==> src/rtl/lane_sum_receiver_pkg.sv <==
// Shared defaults, derived widths and accumulator state type for the lane-sum receiver.
package lane_sum_receiver_pkg;

  localparam int DEFAULT_DATA_W = 8;
  localparam int DEFAULT_BEATS  = 32;
  localparam int DEFAULT_SUM_W  = 32;
  localparam int BEAT_W         = DEFAULT_DATA_W + 3;

  typedef enum logic {
    ACC_IDLE  = 1'b0,
    ACC_ACCUM = 1'b1
  } acc_state_t;

  // Eight unsigned lanes summed through three binary levels grow by three bits.
  function automatic int beat_width(input int data_w);
    return data_w + 3;
  endfunction

endpackage

==> src/rtl/lane_sum_receiver_pair_add_stage.sv <==
// One registered level of the adder tree: N pairwise adders of W-bit operands plus a valid flop.
module pair_add_stage #(
  parameter int W = 8,
  parameter int N = 4
) (
  input  logic                    clk,
  input  logic                    rst,
  input  logic                    load,
  input  logic [2*N-1:0][W-1:0]   operands,
  output logic                    valid,
  output logic [N-1:0][W:0]       sums
);

  // Sums hold their last value through bubbles; only the valid bit follows every cycle.
  always_ff @(posedge clk or posedge rst) begin
    if (rst) begin
      valid <= 1'b0;
      sums  <= '0;
    end else begin
      valid <= load;
      if (load) begin
        for (int i = 0; i < N; i++) begin
          sums[i] <= {1'b0, operands[2*i]} + {1'b0, operands[2*i+1]};
        end
      end
    end
  end

endmodule

==> src/rtl/lane_sum_receiver.sv <==
// Sums each 8-lane vector through a 3-stage adder tree and accumulates bursts of BEATS vector sums.
module lane_sum_receiver
  import lane_sum_receiver_pkg::*;
#(
  parameter int DATA_W = DEFAULT_DATA_W,
  parameter int BEATS  = DEFAULT_BEATS,
  parameter int SUM_W  = DEFAULT_SUM_W
) (
  input  logic                         clk,
  input  logic                         rst,
  input  logic                         in_valid,
  input  logic [DATA_W-1:0]            in0,
  input  logic [DATA_W-1:0]            in1,
  input  logic [DATA_W-1:0]            in2,
  input  logic [DATA_W-1:0]            in3,
  input  logic [DATA_W-1:0]            in4,
  input  logic [DATA_W-1:0]            in5,
  input  logic [DATA_W-1:0]            in6,
  input  logic [DATA_W-1:0]            in7,
  output logic [DATA_W+2:0]            beat_sum,
  output logic                         beat_valid,
  output logic [SUM_W-1:0]             sum,
  output logic [$clog2(BEATS+1)-1:0]   beat_cnt,
  output logic [SUM_W-1:0]             total,
  output logic                         done
);

  localparam int BW    = beat_width(DATA_W);
  localparam int CNT_W = $clog2(BEATS + 1);

  logic [7:0][DATA_W-1:0] lanes;
  logic                   s1_valid;
  logic                   s2_valid;
  logic [3:0][DATA_W:0]   s1_sums;
  logic [1:0][DATA_W+1:0] s2_sums;
  logic [0:0][BW-1:0]     s3_sums;

  assign lanes    = {in7, in6, in5, in4, in3, in2, in1, in0};
  assign beat_sum = s3_sums[0];

  pair_add_stage #(.W(DATA_W),     .N(4)) u_stage1 (
    .clk(clk), .rst(rst), .load(in_valid), .operands(lanes),
    .valid(s1_valid), .sums(s1_sums)
  );

  pair_add_stage #(.W(DATA_W + 1), .N(2)) u_stage2 (
    .clk(clk), .rst(rst), .load(s1_valid), .operands(s1_sums),
    .valid(s2_valid), .sums(s2_sums)
  );

  pair_add_stage #(.W(DATA_W + 2), .N(1)) u_stage3 (
    .clk(clk), .rst(rst), .load(s2_valid), .operands(s2_sums),
    .valid(beat_valid), .sums(s3_sums)
  );

  acc_state_t       state;
  acc_state_t       state_next;
  logic [SUM_W-1:0] sum_next;
  logic [SUM_W-1:0] total_next;
  logic [SUM_W-1:0] beat_total;
  logic [CNT_W-1:0] cnt_next;
  logic [CNT_W-1:0] cnt_inc;
  logic             done_next;

  always_ff @(posedge clk or posedge rst) begin
    if (rst) begin
      state    <= ACC_IDLE;
      sum      <= '0;
      beat_cnt <= '0;
      total    <= '0;
      done     <= 1'b0;
    end else begin
      state    <= state_next;
      sum      <= sum_next;
      beat_cnt <= cnt_next;
      total    <= total_next;
      done     <= done_next;
    end
  end

  // The completing beat latches the total and clears the running sum so the next beat starts fresh.
  always_comb begin
    state_next = state;
    sum_next   = sum;
    cnt_next   = beat_cnt;
    total_next = total;
    done_next  = 1'b0;
    beat_total = '0;
    cnt_inc    = '0;
    if (beat_valid) begin
      case (state)
        ACC_IDLE: begin
          beat_total = SUM_W'(beat_sum);
          cnt_inc    = CNT_W'(1);
        end
        ACC_ACCUM: begin
          beat_total = sum + SUM_W'(beat_sum);
          cnt_inc    = beat_cnt + 1'b1;
        end
        default: begin
          beat_total = '0;
          cnt_inc    = '0;
        end
      endcase
      if (cnt_inc == CNT_W'(BEATS)) begin
        total_next = beat_total;
        done_next  = 1'b1;
        sum_next   = '0;
        cnt_next   = '0;
        state_next = ACC_IDLE;
      end else begin
        sum_next   = beat_total;
        cnt_next   = cnt_inc;
        state_next = ACC_ACCUM;
      end
    end
  end

endmodule

==> config.mk <==
export PLATFORM = sky130hd
export DESIGN_NAME = lane_sum_receiver
export DESIGN_NICKNAME = d
export VERILOG_FILES = /design/src/rtl/lane_sum_receiver_pkg.sv /design/src/rtl/lane_sum_receiver_pair_add_stage.sv /design/src/rtl/lane_sum_receiver.sv
export SDC_FILE = /design/constraint.sdc
export NUM_CORES = 1
export LEC_CHECK = 0
export ABC_AREA = 1
export CAP_MARGIN = 25
export CORE_ASPECT_RATIO = 1.1
export CORE_UTILIZATION = 55
export CTS_CLUSTER_DIAMETER = 120
export CTS_CLUSTER_SIZE = 8
export DETAILED_ROUTE_END_ITERATION = 7
export GPL_TIMING_DRIVEN = 0
export PLACE_DENSITY = 0.81
export SETUP_SLACK_MARGIN = 0.4
export SLEW_MARGIN = 20
export SYNTH_ARGS = -nofsm -noshare
export SYNTH_HDL_FRONTEND = slang
export SYNTH_HIERARCHICAL = 1
export SYNTH_SLANG_ARGS = --single-unit
==> constraint.sdc <==
create_clock -name clk -period 2.3 [get_ports clk]
set_input_delay 0.23 -clock clk [delete_from_list [all_inputs] [get_ports clk]]
set_output_delay 0.23 -clock clk [all_outputs]
set_load 0.02 [all_outputs]
Word-level counts from Yosys, hierarchy flattened
Index checks and enable logic that the tools add are counted.
- add/subtract/negate cells: 9
- equal/unequal tests: 1
- muxes and demuxes: 8
- bitwise operators: 1
- reduce and logical (&&, ||, !) cells: 1
- operators with widths (cell ; number):
    32-bit case mux with 2 select lines ; 1
    8-bit by 8-bit adder with 9-bit output ; 4
    32-bit by 11-bit adder with 32-bit output ; 1
    32-bit 2-to-1 mux ; 1
    9-bit by 9-bit adder with 10-bit output ; 2
    6-bit 2-to-1 mux ; 2
    6-bit case mux with 2 select lines ; 1
    10-bit by 10-bit adder with 11-bit output ; 1
    6-bit by 1-bit adder with 6-bit output (second input constant) ; 1
    6-bit equality test (second input constant) ; 1
    1-bit 2-to-1 mux ; 3
    2-bit AND reduction ; 1
    1-bit inverter ; 1
- bits in registers: 142
- input bits: 67
- output and inout bits: 83
- logic and storage cells: 35

Depth between registers and ports, before layout
Gate-level depths: netlist of the first run.
- word-level depth: 6
- depth in mapped cells: 13
- depth with buffers taken out: 13

Hierarchy
The synthesis of the first run kept the hierarchy.
- modules (own cells, without submodules) (module ; instances ; cells each ; area each (um^2)):
    lane_sum_receiver ; 1 ; 647 ; 4425.5
    pair_add_stage at u_stage1 ; 1 ; 377 ; 2715.1
    pair_add_stage at u_stage2 ; 1 ; 231 ; 1689.1
    pair_add_stage at u_stage3 ; 1 ; 125 ; 913.4

Worst setup path after synthesis of the first run
Ideal clock, no wire load.
- path kind: reg2reg
- start point: reg u_stage3/sums[0] (netlist name)
- end point: reg sum[12]
- arrival: 1.939 ns
- data required time: 2.217 ns
- path slack: 0.278 ns
- cell stages (with the launch flop): 10
- clock period less this slack: 2.022 ns
- cells stage by stage: dfrtp_1 ha_1 fa_1 nand3_1 nand3_1 nand3_1 nand3_1 a21oi_1 o21ai_0 o21ai_0
- word-level cells in the longest chain between the ends: 3
- RTL lines (element ; RTL line ; source):
    start, declared ; lane_sum_receiver_pair_add_stage.sv:11 ; output logic [N-1:0][W:0] sums
    start signal, assigned by index ; lane_sum_receiver_pair_add_stage.sv:23 ; sums[i] <= {1'b0, operands[2*i]} + {1'b0, operands[2*i+1]};
    32-bit by 11-bit adder with 32-bit output ; lane_sum_receiver.sv:97 ; beat_total = sum + SUM_W'(beat_sum);
    32-bit case mux with 2 select lines ; lane_sum_receiver.sv:91 ; case (state)
    32-bit 2-to-1 mux ; lane_sum_receiver.sv:105 ; if (cnt_inc == CNT_W'(BEATS)) begin
    end signal, assigned ; lane_sum_receiver.sv:74 ; sum <= sum_next;
    end, declared ; lane_sum_receiver.sv:22 ; output logic [SUM_W-1:0] sum,
No other way between the ends.
A chain may end at the register's enable or synchronous reset.

Worst setup path after layout of the first run
- start point: reg beat_cnt[2]
- end point: reg sum[29]
- word-level cells in the longest chain between the ends: 5
- RTL lines (element ; RTL line ; source):
    start, declared ; lane_sum_receiver.sv:23 ; output logic [$clog2(BEATS+1)-1:0] beat_cnt,
    start signal, assigned ; lane_sum_receiver.sv:75 ; beat_cnt <= cnt_next;
    6-bit by 1-bit adder with 6-bit output ; lane_sum_receiver.sv:98 ; cnt_inc = beat_cnt + 1'b1;
    6-bit case mux with 2 select lines ; lane_sum_receiver.sv:91 ;
    6-bit 2-to-1 mux ; lane_sum_receiver.sv:90 ; if (beat_valid) begin
    6-bit equality test ; lane_sum_receiver.sv:105 ;
    32-bit 2-to-1 mux ; lane_sum_receiver.sv:105 ;
No other way between the ends. The select of a mux whose other input is x is not followed.

==> results of run 1 <==
-- area by class of cell --
cell class	instances	area share [%]
clock buffer	20	3.50
sequential	142	26.9
timing repair inverter	1	0.0658
buffer	33	1.96
tap	234	2.20
inverter	163	4.72
multi-input combinational	1042	45.2
clock inverter	12	1.20
timing repair buffer	184	14.3
-- metrics by stage --
stage | power (µW) | cells | setup TNS (ps) | cell area, µm²
6_report | 13700 | 1831 | 0 | 13300
5_1_grt | 14500 | 1831 | 0 | 13300
4_1_cts | 12800 | 1808 | 0 | 12600
3_5_place_dp | 9160 | 1765 | -7.04 | 11600
3_3_place_gp | 8990 | 1763 | -5.31 | 11600
2_1_floorplan | 7300 | 1380 | 0 | 9780
-- cells in the final DEF (no fill, tap or decap), types with 5 or more instances in the layout --
| cell type | instances |
|---|---|
| clkbuf_16 | 23 |
| nand2_4 | 18 |
| a21oi_1 | 35 |
| or2_2 | 5 |
| nand3_2 | 16 |
| inv_2 | 6 |
| ha_4 | 12 |
| nand3b_1 | 20 |
| nor3_1 | 5 |
| nand2_1 | 467 |
| nand3_1 | 113 |
| buf_4 | 29 |
| a21oi_2 | 7 |
| o21ai_0 | 26 |
| nor2_1 | 73 |
| ha_1 | 60 |
| nor2_2 | 10 |
| o21ai_2 | 10 |
| buf_2 | 10 |
| clkinvlp_4 | 5 |
| nand2_2 | 57 |
| dfrtp_2 | 19 |
| or2_1 | 8 |
| nand4_1 | 23 |
| xnor2_1 | 6 |
| inv_1 | 155 |
| o21ai_1 | 24 |
| buf_6 | 6 |
| dfrtp_1 | 123 |
| fa_1 | 7 |
| clkdlybuf4s50_1 | 149 |
| clkbuf_2 | 5 |
-- registers in the layout, indices dropped and copies added (netlist names) --
name	cells
u_stage2/sums	20
state	1
done	1
u_stage3/sums	11
total	32
beat_cnt	6
u_stage1/valid	1
u_stage1/sums	36
u_stage3/valid	1
sum	32
u_stage2/valid	1
-- worst paths after layout --
check                           depth (start not counted)        endpoint
worst max-delay path                                   11         sum[29]
worst min-delay path                                    1  u_stage1/valid
worst max register to register                         11         sum[29]
worst min register to register                          0  u_stage3/valid
max in group asynchronous                               4     beat_cnt[1]
min in group asynchronous                               2  u_stage3/valid
-- logic make-up (layout without fill, tap and decap cells) --
logic type / Yosys count / after routing
and+or+nand+nor: 832 / 832
muxes: 3 / 3
buffers and inverters: 196 / 413
adders and majority gates: 80 / 80
DFF: 142 / 142
AOI/OAI and AO/OA: 118 / 118
xor gates and xnor gates: 9 / 9
-- per-layer routing --
| layer | routed length, µm | share of wire (%) | track usage (%) |
|---|---|---|---|
| met2 | 15700 | 51 | 57.4 |
| met5 | 0 | 0 | 0 |
| met4 | 1660 | 5.4 | 15.0 |
| met1 | 11200 | 36 | 35.0 |
| met3 | 2280 | 7.4 | 4.79 |
-- power by group through the flow --
stage,sequential [µW],combinational [µW],clock [µW]
final,3670,7100,2910
after global routing,3710,7730,3030
after floorplan,3760,3540,0
after CTS,3620,6240,2910
after detailed placement,3600,5560,0
after global placement,3570,5420,0
-- repair_timing --
item / 4_1_cts / 5_1_grt
gates cloned: 0 / 7
endpoints found under the setup margin: 67 / 67
buffers inserted: 11 / 16
gates resized for setup: 69 / 142
pin swaps: 14 / 31
==> key figures, run 1 <==
Cells and area
  • Final core occ: between 70% and 80%
  • Final nets: 1731
  • Register area: 0.00358 mm²
  • Area of the multi-input gates: 0.00602 mm²
  • Share of cells above drive strength 1: 17.4%
  • Syn-to-layout area delta: 36.7%
  • Antenna fix cells: 0
  • Filler Cell Count: 1276

Timing
  • Final worst path period share: 93.7%
  • Max Clock Freq: 464 MHz
  • RSZ-0062 raised after global routing: true
  • Fin Clk Skew: 8.50 ps
  • Worst-margin pin slew: between 700 and 800 ps
  • Final hold slack: 316 ps
  • Slack of the critical path: 145 ps
  • Final setup fails: 0
  • Slew HR: between 40% and 50%
  • Final hold vios: 0
  • Max-slew violation count: 0
  • Post-layout min period: 2160 ps

Synth
  • Post-Synth XOR/XNOR Area: less than 1%
  • Post-synthesis compound-gate area fraction: 6.51%
  • Most numerous cell in the Yosys netlist: nand2_1
  • Warnings from Yosys: 6
  • Cells after Synth: ~1400
  • Post-synth top cells: nand2_1, inv_1, dfrtp_1
  • Async SR Flop Fraction: 100%
  • Average cell area after synthesis: 7.06 µm²
  • Net Count, Synth: 1527
  • Post-synth EDFFs: 0
  • Mapped Area: about 0.0097 mm²
  • Distinct cells, synth: 43
  • Commonest register cell after synthesis: dfrtp_1
  • Sequential area share after synthesis: 36.5%
  • Largest family of logic cells by synthesized area: simple AND/OR/NAND/NOR gates
  • Multiplexer share of the synthesized area: 0.308%
  • Dominant cells by area after synthesis: dfrtp_1, nand2_1, ha_1
  • Simple-Gate Fraction of Synth Area: 36.8%
  • Synth Area in Adders: 10.9%
  • FF+latch count, synth: roughly 140
  • Biggest area consumer among synthesized cells: dfrtp_1
  • Top-area cell type share of the netlist area: 36.5%

CTS
  • Clock buffer depth: 2
  • CTS tree: done
  • CTS Buf Count: 17
  • Worst-Skew Late Latency: approximately 440 ps
  • CTS H-Tree Depth: 4
  • Clk pin slew, worst setup/hold paths: about 70 ps
  • Clock sinks: 142
  • Root Driver: clkbuf_16
  • Hold_buf cts: 0

Critical path
  • R2R Setup Slk: ~140 ps
  • Crit path max-delay family: simple AND/OR/NAND/NOR gates
  • Worst path max stage delay: ~360 ps
  • Req. time, crit path: 2670 ps
  • Arrival time of the worst setup path: 2520 ps
  • Crit. End Element: flop
  • Buf+Inv Stages, Crit Path: 3
  • Setup CP Type: flop to flop
  • Crit-path max FO: 8
  • CP startpoint: beat_cnt[2]
  • Worst setup SP type: flop
  • Crit path cell chain: buf_2 > nand2_1 > nor2_1 > nand3_1 > nand3_2 > nor2_2 > nor2_2 > buf_6 > clkbuf_16 > nand4_1 > nand2_1
  • Critical path's slowest cell: dfrtp_1
  • Worst r2r src: beat_cnt[2]

Global route
  • Vias in the first global route: 9394
  • First-pass GRT wire length: 44.6 mm
  • Largest net degree at the start of global routing: 38
  • Grt total ovfl: 0
  • Gr usage total: 31.2%
  • Initial antenna violation count: 0

Run status
  • Outcome: completed

Placement
  • Place WS: -4.46 ps
  • Post-DP HPWL: 20.7 mm
  • Final RePlAce weighted congestion: 0.933
  • Port buffer count: 149

Pwr
  • Gate power share: 51.9%
  • Maximum vdd drop: 0.690 mV
  • Switch Pwr: 5910 µW
  • Share of power burned in registers: 26.8%
  • Pwr Density: 1030 mW/mm²
  • Int Power: 7770 µW
  • Switching part of the total: 43.2%
  • Clock power share: a little over a fifth
  • LEAKAGE: 0.00672 µW

Die
  • Num rows: 50
  • Initial Util: 56.6%
  • Total core area: 0.0172 mm²
  • Die Y: around 140 µm
  • Chip width: 129 µm
  • Die footprint: 0.0183 mm²
  • Boundary Pins: 150

Run
  • Max_cap viols: 0

Routing
  • 1st-pass router iterations: 6
  • Routed Wire Length: 30.8 mm
  • DRC Markers: 0
  • DRC violation total after the first TritonRoute iteration: just under 900
  • Final antenna-violating net count: 0
  • Drt via density: 5.54
  • Mean routed wirelength per cell: around 17 µm
  • Via Count: between 10000 and 15000

Min path
  • Min-delay src: in_valid
  • Hold crit path type: input pin to flop
(Power assumes the default switching activity.)
==> run 2: changes to the inputs <==
--- a/config.mk
+++ b/config.mk
@@ -15,6 +15,7 @@
 export GPL_TIMING_DRIVEN = 0
 export PLACE_DENSITY = 0.81
 export SETUP_SLACK_MARGIN = 0.4
+export SKIP_LAST_GASP = 1
 export SLEW_MARGIN = 20
 export SYNTH_ARGS = -nofsm -noshare
 export SYNTH_HDL_FRONTEND = slang
==> results of run 2 <==
Final layout, timing and power as in run 1 (identical DEF).
